<file path="config.mk">
export PLATFORM = sky130hd
export DESIGN_NAME = cc_muxx_rr_reg
export DESIGN_NICKNAME = d
export VERILOG_FILES = /design/src/rtl/cc_muxx_pkg.sv /design/src/rtl/cc_rr_arbiter.sv /design/src/rtl/cc_muxx_rr_reg.sv
export SDC_FILE = /design/constraint.sdc
export NUM_CORES = 1
export LEC_CHECK = 0
export ABC_AREA = 1
export CAP_MARGIN = 20
export CORE_MARGIN = 2
export CORE_UTILIZATION = 38
export CTS_CLUSTER_SIZE = 8
export DETAILED_ROUTE_END_ITERATION = 6
export PLACE_DENSITY = 0.83
export SYNTH_ARGS = -nofsm -noshare
export SYNTH_HDL_FRONTEND = slang
export SYNTH_SLANG_ARGS = --single-unit
</file>
<file path="constraint.sdc">
create_clock -name CC_MUXX_CLOCK_50 -period 3.1 [get_ports CC_MUXX_CLOCK_50]
set_input_delay 0.775 -clock CC_MUXX_CLOCK_50 [delete_from_list [all_inputs] [get_ports CC_MUXX_CLOCK_50]]
set_output_delay 0.775 -clock CC_MUXX_CLOCK_50 [all_outputs]
set_load 0.005 [all_outputs]
</file>
<file path="src/rtl/cc_muxx_pkg.sv">
// ============================================================================
// Module   : cc_muxx_pkg
// Brief    : Shared mode constants and output-stage state type for cc_muxx_rr_reg.
// Revision : 1.0 - initial release
// ============================================================================
`default_nettype none

package cc_muxx_pkg;

  localparam logic MODE_FIXED       = 1'b0;
  localparam logic MODE_ROUND_ROBIN = 1'b1;

  typedef enum logic [0:0] {
    ST_EMPTY = 1'b0,
    ST_FULL  = 1'b1
  } out_state_t;

endpackage

`default_nettype wire

</file>
<file path="src/rtl/cc_rr_arbiter.sv">
// ============================================================================
// Module   : cc_rr_arbiter
// Brief    : Combinational rotate-priority search; first requester after i_ptr wins.
// Revision : 1.0 - initial release
// ============================================================================
`default_nettype none

module cc_rr_arbiter #(
  parameter int NUM_CHANNELS = 8,
  parameter int IDX_W        = $clog2(NUM_CHANNELS)
) (
  input  logic [NUM_CHANNELS-1:0] i_req,
  input  logic [IDX_W-1:0]        i_ptr,
  output logic                    o_grant_valid,
  output logic [IDX_W-1:0]        o_grant_idx
);

  // i_ptr < NUM_CHANNELS and off <= NUM_CHANNELS, so one subtraction wraps.
  function automatic logic [IDX_W-1:0] wrap_idx(input logic [IDX_W-1:0] p, input int off);
    int s;
    s = int'(p) + off;
    if (s >= NUM_CHANNELS) s = s - NUM_CHANNELS;
    return IDX_W'(s);
  endfunction

  // Scan from lowest to highest priority so the last hit is the winner.
  always_comb begin
    o_grant_valid = 1'b0;
    o_grant_idx   = '0;
    for (int off = NUM_CHANNELS; off >= 1; off--) begin
      if (i_req[wrap_idx(i_ptr, off)]) begin
        o_grant_valid = 1'b1;
        o_grant_idx   = wrap_idx(i_ptr, off);
      end
    end
  end

endmodule

`default_nettype wire

</file>
<file path="src/rtl/cc_muxx_rr_reg.sv">
// ============================================================================
// Module   : cc_muxx_rr_reg
// Brief    : NUM_CHANNELS-input registered mux, FIXED or ROUND_ROBIN, valid/ready.
// Revision : 1.0 - initial release
// ============================================================================
`default_nettype none

module cc_muxx_rr_reg
  import cc_muxx_pkg::*;
#(
  parameter int DATAWIDTH_BUS           = 8,
  parameter int NUM_CHANNELS            = 8,
  parameter int DATAWIDTH_MUX_SELECTION = 3
) (
  input  logic                                  CC_MUXX_CLOCK_50,
  input  logic                                  CC_MUXX_RESET_InLow,
  input  logic                                  CC_MUXX_mode_In,
  input  logic [DATAWIDTH_MUX_SELECTION-1:0]    CC_MUXX_selection_InBUS,
  input  logic [NUM_CHANNELS*DATAWIDTH_BUS-1:0] CC_MUXX_data_InBUS,
  input  logic [NUM_CHANNELS-1:0]               CC_MUXX_valid_InBUS,
  output logic [NUM_CHANNELS-1:0]               CC_MUXX_ready_OutBUS,
  output logic [DATAWIDTH_BUS-1:0]              CC_MUXX_data_OutBUS,
  output logic [DATAWIDTH_MUX_SELECTION-1:0]    CC_MUXX_channel_OutBUS,
  output logic                                  CC_MUXX_valid_Out,
  input  logic                                  CC_MUXX_ready_In
);

  localparam int SEL_W = DATAWIDTH_MUX_SELECTION;

  out_state_t                  r_state;
  logic [SEL_W-1:0]            r_ptr;
  logic [DATAWIDTH_BUS-1:0]    r_data;
  logic [SEL_W-1:0]            r_chan;

  logic                        w_load_en;
  logic [(2**SEL_W)-1:0]       w_valid_ext;
  logic                        w_fix_valid;
  logic                        w_rr_valid;
  logic [SEL_W-1:0]            w_rr_idx;
  logic                        w_grant_valid;
  logic [SEL_W-1:0]            w_grant_idx;
  logic [DATAWIDTH_BUS-1:0]    w_data_sel;

  // Zero-padded valid vector: an out-of-range selection reads 0, never X.
  always_comb begin
    w_valid_ext                   = '0;
    w_valid_ext[NUM_CHANNELS-1:0] = CC_MUXX_valid_InBUS;
  end

  assign w_fix_valid = w_valid_ext[CC_MUXX_selection_InBUS];

  cc_rr_arbiter #(
    .NUM_CHANNELS (NUM_CHANNELS),
    .IDX_W        (SEL_W)
  ) u_arb (
    .i_req         (CC_MUXX_valid_InBUS),
    .i_ptr         (r_ptr),
    .o_grant_valid (w_rr_valid),
    .o_grant_idx   (w_rr_idx)
  );

  assign w_grant_valid = (CC_MUXX_mode_In == MODE_ROUND_ROBIN) ? w_rr_valid : w_fix_valid;
  assign w_grant_idx   = (CC_MUXX_mode_In == MODE_ROUND_ROBIN) ? w_rr_idx   : CC_MUXX_selection_InBUS;
  assign w_load_en     = (r_state == ST_EMPTY) || CC_MUXX_ready_In;

  always_comb begin
    w_data_sel = '0;
    for (int k = 0; k < NUM_CHANNELS; k++) begin
      if (w_grant_idx == SEL_W'(k)) w_data_sel = CC_MUXX_data_InBUS[k*DATAWIDTH_BUS +: DATAWIDTH_BUS];
    end
  end

  // Accept is forced low while reset is asserted, independent of the state register.
  for (genvar k = 0; k < NUM_CHANNELS; k++) begin : g_ready
    assign CC_MUXX_ready_OutBUS[k] = CC_MUXX_RESET_InLow && w_load_en && w_grant_valid &&
                                     (w_grant_idx == SEL_W'(k));
  end

  always_ff @(posedge CC_MUXX_CLOCK_50 or negedge CC_MUXX_RESET_InLow) begin
    if (!CC_MUXX_RESET_InLow) begin
      r_state <= ST_EMPTY;
      r_data  <= '0;
      r_chan  <= '0;
      r_ptr   <= SEL_W'(NUM_CHANNELS - 1);
    end else if (w_load_en) begin
      if (w_grant_valid) begin
        r_state <= ST_FULL;
        r_data  <= w_data_sel;
        r_chan  <= w_grant_idx;
        if (CC_MUXX_mode_In == MODE_ROUND_ROBIN) r_ptr <= w_grant_idx;
      end else begin
        r_state <= ST_EMPTY;
      end
    end
  end

  assign CC_MUXX_data_OutBUS    = r_data;
  assign CC_MUXX_channel_OutBUS = r_chan;
  assign CC_MUXX_valid_Out      = (r_state == ST_FULL);

endmodule

`default_nettype wire

</file>
======== Word level (Yosys, flattened, before mapping) ========
Cells that the tools add are included.
word-level totals
  register bits ........................... 15
operators by class
  reductions and logical operators ........ 14
  muxes and demuxes ....................... 53
  equal/unequal tests ..................... 7
  $lt $le $gt $ge ......................... 17
  add/subtract/negate cells ............... 16
  bitwise operators ....................... 1
operators by type and width
  kind                                                               number
  2-to-1 mux 8 bit                                                   8
  2-to-1 mux 3 bit                                                   17
  less-than comparator 3 x 4 -> 1 bit, second input constant         9
  greater-or-equal comparator 4 bit, second input constant           7
  binary-select mux 1 bit (select 3 bit)                             9
  subtractor 3 x 1 -> 3 bit, second input constant                   8
  2-to-1 mux 1 bit                                                   19
  adder 3 x 3 -> 4 bit, second input constant                        4
  equality test 3 bit, second input constant                         4
  logical AND 1 bit                                                  10
  adder 3 x 2 -> 4 bit, second input constant                        2
  equality test 3 x 2 -> 1 bit, second input constant                2
  adder 3 x 4 -> 5 bit, second input constant                        1
  greater-or-equal comparator 5 x 4 -> 1 bit, second input constant  1
  adder 3 x 1 -> 4 bit, second input constant                        1
  equality test 3 x 1 -> 1 bit, second input constant                1
  zero test 3 bit                                                    1
  AND reduction 3 bit                                                1
  AND reduction 2 bit                                                1
  logical OR 1 bit                                                   1
  inverter 1 bit                                                     1

======== Depth between registers and ports, before layout ========
Gate-level depths: netlist (run 1).
  word-level depth ........................ 23
  gate-level depth with buffers ........... 26

======== Cells and area by module ========
From an unflattened synthesis (run 1), not the netlist that was laid out.
unflattened totals
  cell total of the unflattened synthesis .. 353
  area, all modules ....................... 2,058.2 um^2
by module, submodules not included
  module          cells an instance  instances  area an instance (um^2)
  cc_muxx_rr_reg  230                1          1,391.3
  cc_rr_arbiter   123                1          666.9

======== Least setup slack after synthesis (run 1) ========
No wires, ideal clock.
  kind .................................... reg2out
  start ................................... register r_ptr[1]
  end ..................................... output CC_MUXX_ready_OutBUS[0]
  required time ........................... 2.325 ns
  setup slack ............................. -0.195 ns
  stages on the path, launching flop included .. 21
  arrival ................................. 2.520 ns
  cell sequence ........................... dfstp_2 > buf_6 > inv_2 > ha_1 > inv_2 > nand3_1 > nand3_1 > nand2_2 > inv_1 > nand2_1 > nand2_1 > nand2_1 > nand2_1 > nand2_1 > nand2_1 > nand2_1 > nand2_2 > nand2_4 > nand2_8 > buf_4 > nor4_1
on the way
  word-level cells in the longest chain between the ends .. 16
  elaborated cells on any way between the ends .. 69
  classes of those cells .................. add/sub (16); order compare (8); mux (42); reduce/logical (3)
RTL lines
  element                                                                                  line                                        source
  from (decl)                                                                              cc_muxx_rr_reg.sv:31                        logic [SEL_W-1:0] r_ptr;
  from (signal assigned)                                                                   cc_muxx_rr_reg.sv:84                        r_ptr <= SEL_W'(NUM_CHANNELS - 1);
  from (signal assigned)                                                                   cc_muxx_rr_reg.sv:90                        if (CC_MUXX_mode_In == MODE_ROUND_ROBIN) r_ptr <= w_grant_idx;
  adder 3 x 4 -> 5 bit                                                                     cc_rr_arbiter.sv:21                         s = int'(p) + off;
  greater-or-equal comparator 5 x 4 -> 1 bit or subtractor 3 x 1 -> 3 bit (tied branches)  cc_rr_arbiter.sv:22                         if (s >= NUM_CHANNELS) s = s - NUM_CHANNELS;
  2-to-1 mux 3 bit                                                                         cc_rr_arbiter.sv:22
  binary-select mux 1 bit (select 3 bit)                                                   cc_rr_arbiter.sv:31                         if (i_req[wrap_idx(i_ptr, off)]) begin
  2-to-1 mux 1 bit (not written as such)                                                   cc_rr_arbiter.sv:31
  2-to-1 mux 3 bit or 2-to-1 mux 1 bit (tied branches) (8 in series)                       cc_rr_arbiter.sv:31
  2-to-1 mux 3 bit or 2-to-1 mux 1 bit (tied branches)                                     cc_muxx_rr_reg.sv:63, cc_muxx_rr_reg.sv:62
  zero test 3 bit or logical AND 1 bit (tied branches)                                     cc_muxx_rr_reg.sv:76, cc_muxx_rr_reg.sv:75
  logical AND 1 bit *                                                                      cc_muxx_rr_reg.sv:75                        assign CC_MUXX_ready_OutBUS[k] = CC_MUXX_RESET_InLow && w_load_en && w_grant_valid &&
  to (decl)                                                                                cc_muxx_rr_reg.sv:21                        output logic [NUM_CHANNELS-1:0] CC_MUXX_ready_OutBUS,
Every way passes the cells marked *; elsewhere a longest branch is shown, timed or not. The select of a mux whose other input is x is not followed.

======== Worst setup path after layout (run 1) ========
  start ................................... register r_ptr[1]
  end ..................................... output CC_MUXX_ready_OutBUS[7]
on the way
  word-level cells in the longest chain between the ends .. 16
  elaborated cells on any way between the ends .. 69
  classes of those cells .................. add/sub (16); order compare (8); eq/ne (1); mux (42); reduce/logical (2)
RTL lines
  element                                                                                  line
  adder 3 x 4 -> 5 bit                                                                     cc_rr_arbiter.sv:21
  greater-or-equal comparator 5 x 4 -> 1 bit or subtractor 3 x 1 -> 3 bit (tied branches)  cc_rr_arbiter.sv:22
  2-to-1 mux 3 bit                                                                         cc_rr_arbiter.sv:22
  binary-select mux 1 bit (select 3 bit)                                                   cc_rr_arbiter.sv:31
  2-to-1 mux 1 bit (not written as such)                                                   cc_rr_arbiter.sv:31
  2-to-1 mux 3 bit or 2-to-1 mux 1 bit (tied branches) (8 in series)                       cc_rr_arbiter.sv:31
  2-to-1 mux 3 bit or 2-to-1 mux 1 bit (tied branches)                                     cc_muxx_rr_reg.sv:63, cc_muxx_rr_reg.sv:62
  equality test 3 bit or logical AND 1 bit (tied branches)                                 cc_muxx_rr_reg.sv:76, cc_muxx_rr_reg.sv:75
  logical AND 1 bit *                                                                      cc_muxx_rr_reg.sv:75
Marks and branches as above.

==> impl_metrics.toml, run 1 <==
[power]
p_sw_uw = 2970
swShare_pct = 52.7
p_seq_share_pct = 6.8
p_leak_uw = 0.00201
ir_worst_vdd_mv = 0.744
p_comb_share_pct = 90.4
clock_power_share_pct = 2.8
intPower_uw = 2660
power.density_nw_per_um2 = 1300

[final_layout]
diodes = 0
nFillCells = 318
finalNetCount = 601
multiInputGateArea_sq_um = 2030
fin_util_pct = 83.9
seq_area_sq_um = 379
area_growth_pct = 109
drive_above_1_share_pct = 40.8
fin_area_sq_um = 4340

[run_status]
status = "finished, violations left"
violations = "setup timing"

[floorplan]
die_height_um = 77.8
io_pins = 99
die_w_um = 77.8
start_util_pct = 40.0
core_sq_um = 5170
rows = 26
die_area_sq_um = 6060

[worst_setup_path]
worstPathRequired_ps = 2320
end_kind = "output port"
path_max_fanout = 3
worst_setup_path_start_kind = "register"
worst-setup-path-type = "register to output port"
r2r_cells = 26
arrival_ps = 2830

[clocking]
root_buffer = "clkbuf_8"
cts-htree-levels = 1
clk_latency_ps = 250
cts_buffers = 3
cts_buffer_depth = 2
path_clk_slew_ps = 60
tritoncts = "done"
postCtsHoldBufs = 0
clock-sinks = 15

[sta]
fmax_ghz = 0.278
rsz0062_at_grt = "true"
period_needed_ps = 3600
slew_violations = 0
clock_skew_ps = 1.05
period_share_pct = 116
slew_headroom_pct = 78.2
layout_setup_ws_ps = -500
worst_slew_pin_slew_ps = 323
fin_tns_setup_ps = -3530
setup_viol = 12
hold_viol_final = 0

[global_routing]
grt_max_degree = 19
grtUsageTotal_pct = 28.0
antenna_found_initial = 0
grt_overflow = 0
grt_pass1_wl_mm = 13.6
grt_pass1_vias = 2995

[placement]
port_buffers = 98
placed_cell_area_sq_um = 3600
detailed_place_hpwl_mm = 6.54
gp_congestion = 0.920

[synthesis]
ys_seq_area_share_pct = 18.3
synth.most_common_cell = "nand2_1"
synth_nets = 431
netlist.area_leader.share_pct = 17.9
synthTopCellsByArea = "nand2_1, dfrtp_1, nand3_1"
synthArstFlopShare_pct = 100
yosysWarnings = 0
synth_cell_types = 34
synth_common_cells = "nand2_1, nand3_1, nor2_1, inv_1, nand4_1"
synth_edf_count = 0
synthesis.area_sq_um = 2070
synth_top_area_cell = "nand2_1"
ys_seq_elements = 15
netlist_instances = 350
synth-main-ff-cell = "dfrtp_1"
syn_avg_cell_area_sq_um = 5.92

[detailed_routing]
postRouteAntennaNets = 0
drt-total-wl_mm = 9.95
dr.pass1.iters = 5
drt-wirelength-per-cell_um = 16.9
drc_errors = 0
drtIter0Drc = 223
vias = 3238
vias_per_cell = 5.50

[min_path]
hold-path-cell-count = 2
min_path_type = "register to register"

[flow_run]
maxCapViolations = 0
routing by layer:
layer,track usage [%],routed length [um]
met5,0,0
met4,8.93,475
met3,3.95,684
met2,53.6,5220
met1,31.4,3570
power by group through the flow:
stage          combinational, uW  clock [uW]  sequential (uW)
6_report                    5090         160              381
3_5_place_dp                3600           0              377
4_1_cts                     4430         159              377
2_1_floorplan               2270           0              357
3_3_place_gp                3530           0              375
5_1_grt                     5410         172              394
cells in the final DEF, fill, tap and decap left out, types with 2 or more instances in the layout:
cell / netlist / routed
inv_2: 8 / 9
inv_8: 0 / 2
buf_6: 3 / 13
o21ai_0: 8 / 8
dfrtp_1: 12 / 12
nor2_1: 46 / 34
o21ai_1: 3 / 3
clkbuf_8: 0 / 3
nor3_2: 0 / 2
nor4_4: 0 / 3
nand4_1: 18 / 18
nand2_2: 10 / 20
nor2_4: 2 / 4
a21oi_1: 12 / 9
buf_2: 3 / 7
dlygate4sd2_1: 0 / 8
nor3_4: 3 / 3
nand2_8: 2 / 2
nand3_1: 56 / 18
a21oi_2: 2 / 4
or2_2: 3 / 3
dfstp_2: 3 / 3
nand2_1: 99 / 85
buf_4: 2 / 55
buf_12: 0 / 4
nand3_2: 5 / 28
nor4_2: 0 / 2
inv_1: 30 / 26
nor2_2: 1 / 11
ha_4: 0 / 2
clkdlybuf4s50_1: 0 / 81
buf_8: 0 / 3
nand3_4: 0 / 15
nand2_4: 2 / 7
a21oi_4: 1 / 2
worst max-delay path, cell delays in order (launching register included):
cell,delay [ps]
dfstp_2,600
buf_4,140
ha_4,140
xor2_4,210
buf_6,140
nand3_2,70
nand2_2,120
inv_2,50
nand2_1,50
nand2_1,40
nand2_1,60
nand2_2,60
a21oi_4,150
buf_6,120
a21oi_2,70
nor3_4,260
inv_2,70
nor2_2,90
buf_2,120
path summary, 6_finish.rpt:
kind	from	slack (ps)	end
worst max register to register	r_ptr[1]$_DFFE_PN1P_	-40	CC_MUXX_data_OutBUS[2]$_DFFE_PN0P_
worst min-delay path	CC_MUXX_data_OutBUS[1]$_DFFE_PN0P_	480	CC_MUXX_data_OutBUS[1]$_DFFE_PN0P_
worst max-delay path	r_ptr[1]$_DFFE_PN1P_	-500	CC_MUXX_ready_OutBUS[7]
min in group asynchronous	CC_MUXX_RESET_InLow	900	CC_MUXX_data_OutBUS[2]$_DFFE_PN0P_
worst min register to register	CC_MUXX_data_OutBUS[1]$_DFFE_PN0P_	480	CC_MUXX_data_OutBUS[1]$_DFFE_PN0P_
max in group asynchronous	CC_MUXX_RESET_InLow	1950	r_ptr[0]$_DFFE_PN1P_
kinds of logic after synthesis:
group / Yosys count / synth area share, %
XOR/XNOR: 3 / 1.63
buffers and inverters: 47 / 10.2
AND/OR/NAND/NOR: 254 / 60.4
flip-flops: 15 / 18.3
AO/OA/AOI/OAI: 29 / 8.34
adder cells (fa/ha/maj): 2 / 1.21
flip-flops by register name, indices dropped and copies added, names as in the netlist:
| signal | flops |
|---|---|
| r_ptr | 3 |
| CC_MUXX_data_OutBUS | 8 |
| CC_MUXX_valid_Out | 1 |
| CC_MUXX_channel_OutBUS | 3 |
through the flow:
stage	instances	setup WS [ps]	total power, uW	hold WS (ps)
2_1_floorplan	350	-71.9	2630	472
3_3_place_gp	561	-1070	3910	462
3_5_place_dp	561	-1060	3980	464
4_1_cts	586	-409	4970	480
5_1_grt	589	-616	5980	503
6_report	589	-500	5630	477
what timing repair did:
action / 4_1_cts / 5_1_grt
pin swaps: 23 / 39
setup buffers: 21 / 3
endpoints found under the hold margin: 0 / 0
gates cloned: 1 / 1
endpoints found under the setup margin: 14 / 16
resized for setup: 103 / 52
cell type report:
cell class	instances	share of cell area [%]
Inverter	38	3.72
Sequential cell	15	8.74
Clock buffer	4	1.04
Timing Repair Buffer	173	37.8
Tap cell	70	2.02
Multi-Input combinational cell	289	46.7
Note: power is estimated with default switching activity, not from simulation.
==> inputs of run 2 (changes only) <==
CTS_CLUSTER_DIAMETER = 30   (was unset)
SKIP_LAST_GASP = 1   (was unset)
==> run 2 against run 1 <==
  * The flow still finishes with violations (setup timing)
  * Sequential cell count unchanged
  * Non-clock buffer count rose by 2
  * Clock power is essentially flat
  * Via count increased by 0.31%
  * Critical path depth unchanged
  * Cell count rose by 0.34%
  * Final area shrank 0.61%
  * Die area did not move
  * Critical endpoint is now CC_MUXX_ready_OutBUS[5]
  * Highest routed layer unchanged
==> impl_metrics.toml, run 2 (synthesis gave the netlist of run 1 again) <==
[detailed_routing]
dr.pass1.iters = 5
drt-total-wl_mm = 10.0
vias = 3248
postRouteAntennaNets = 0
vias_per_cell = 5.50
drt-wirelength-per-cell_um = 17.0
drc_errors = 0
drtIter0Drc = 195

[worst_setup_path]
worst-setup-path-type = "register to output port"
critPathSlowestCell = "dfstp_2"
r2r_cells = 22
cp_common_cell = "nand2_1"
path_max_fanout = 5
worstPathRequired_ps = 2320
startpoint = "r_ptr[1]$_DFFE_PN1P_"
worst_setup_path_start_kind = "register"
arrival_ps = 2810
timing.rr.start = "r_ptr[1]$_DFFE_PN1P_"
crit_chain = "buf_4, ha_4, xor2_4, buf_6, nand3_2, nand2_2, inv_2, nand2_1, nand2_1, nand2_1, nand2_2, a21oi_4, buf_6, nand2_4, nand2_8, nand2_4, nor3_2, buf_2"
cpPeakStageDelay_ps = 600
end_kind = "output port"

[sta]
fmax_ghz = 0.279
slew_headroom_pct = 80.8
rsz0062_at_grt = "true"
clock_skew_ps = 1.41
worst_slew_pin_slew_ps = 285
setup_viol = 15
slew_violations = 0
hold_viol_final = 0
period_needed_ps = 3580
layout_setup_ws_ps = -482
period_share_pct = 116

[floorplan]
io_pins = 99
start_util_pct = 40.0
rows = 26
core_sq_um = 5170
die_w_um = 77.8
die_height_um = 77.8
die_area_sq_um = 6060

[placement]
port_buffers = 98
dp.cells = 561
gp_congestion = 0.920
detailed_place_hpwl_mm = 6.54

[clocking]
tritoncts = "done"
cts_buffers = 3
clk_latency_ps = 250
cts_buffer_depth = 2
cts-htree-levels = 1
root_buffer = "clkbuf_8"
path_clk_slew_ps = 60
clock-sinks = 15

[power]
total_power_uw = 5600
power.density_nw_per_um2 = 1300
ir_worst_vdd_mv = 0.791
p_leak_uw = 0.00200

[global_routing]
grt_pass1_vias = 2964
antenna_found_initial = 0
grt_pass1_wl_mm = 13.6
grtUsageTotal_pct = 28.0
grt_overflow = 0
grt_max_degree = 19

[run_status]
status = "finished, violations left"
violations = "setup timing"

[final_layout]
area_growth_pct = 108
fin_util_pct = 83.4
finalNetCount = 603
largest_reg_flops = 8
layout_common_cells = "nand2_1, clkdlybuf4s50_1, buf_4"
layoutNonFillerInstCount = 591
nFillCells = 318
drive_above_1_share_pct = 39.5
final_common_cell = "nand2_1"
diodes = 0

[min_path]
hold-path-cell-count = 2
min-delay-start = "CC_MUXX_data_OutBUS[1]$_DFFE_PN0P_"
min_path_type = "register to register"

[flow_run]
maxCapViolations = 0
[run 2: worst paths after layout]
check	slack (ps)	endpoint
max in group asynchronous	1950	r_ptr[2]$_DFFE_PN1P_
setup reg to reg	-120	CC_MUXX_data_OutBUS[7]$_DFFE_PN0P_
min in group asynchronous	900	CC_MUXX_data_OutBUS[2]$_DFFE_PN0P_
hold / removal	480	CC_MUXX_data_OutBUS[1]$_DFFE_PN0P_
setup / recovery	-480	CC_MUXX_ready_OutBUS[5]
hold reg to reg	480	CC_MUXX_data_OutBUS[1]$_DFFE_PN0P_
[run 2: final cells by class]
class	count	area (sq um)	share of cell area [%]
well taps	70	87.6	2.03
flip-flops and latches	15	379	8.79
clock buffers	4	45.0	1.04
multi-input cells	289	2000	46.3
repair buffers	175	1640	38.1
inverters	38	161	3.74
[run 2: where the power goes]
group | switching [uW] | internal (uW)
Combinational | 2790 | 2270
Clock | 68.7 | 91.0
Sequential | 78.6 | 303
Total | 2940 | 2660
[run 2: what timing repair did]
item	in CTS	in global routing
setup buffers	21	5
setup endpoints to repair	14	16
pin swaps	23	44
gates cloned	1	1
gates resized for setup	101	44
hold buffers	0	0
[run 2: routing by layer]
layer	global-route usage, %	up-vias	share of wire, %
met5	0	-	0
met4	7.50	0	4.4
met3	3.72	43	7.2
met2	53.6	206	53
met1	32.0	1494	35
li1	-	1505	-
[run 2: worst max-delay path: cells and delay by family (launching register included)]
kind,cells,cell delay [ps]
buffers and inverters,5,610
XOR/XNOR,1,210
AO/OA/AOI/OAI,1,150
adder cells (fa/ha/maj),1,140
flip-flops,1,600
AND/OR/NAND/NOR,10,830
[run 2: per-stage QoR]
step | hold slack, ps | setup slack (ps) | TNS (ps) | area [sq um]
2_1_floorplan | 472 | -71.9 | -71.9 | 2160
3_3_place_gp | 462 | -1070 | -10550 | 3600
3_5_place_dp | 464 | -1060 | -10740 | 3600
4_1_cts | 480 | -412 | -3160 | 4070
5_1_grt | 503 | -569 | -6060 | 4310
6_report | 480 | -482 | -3870 | 4310
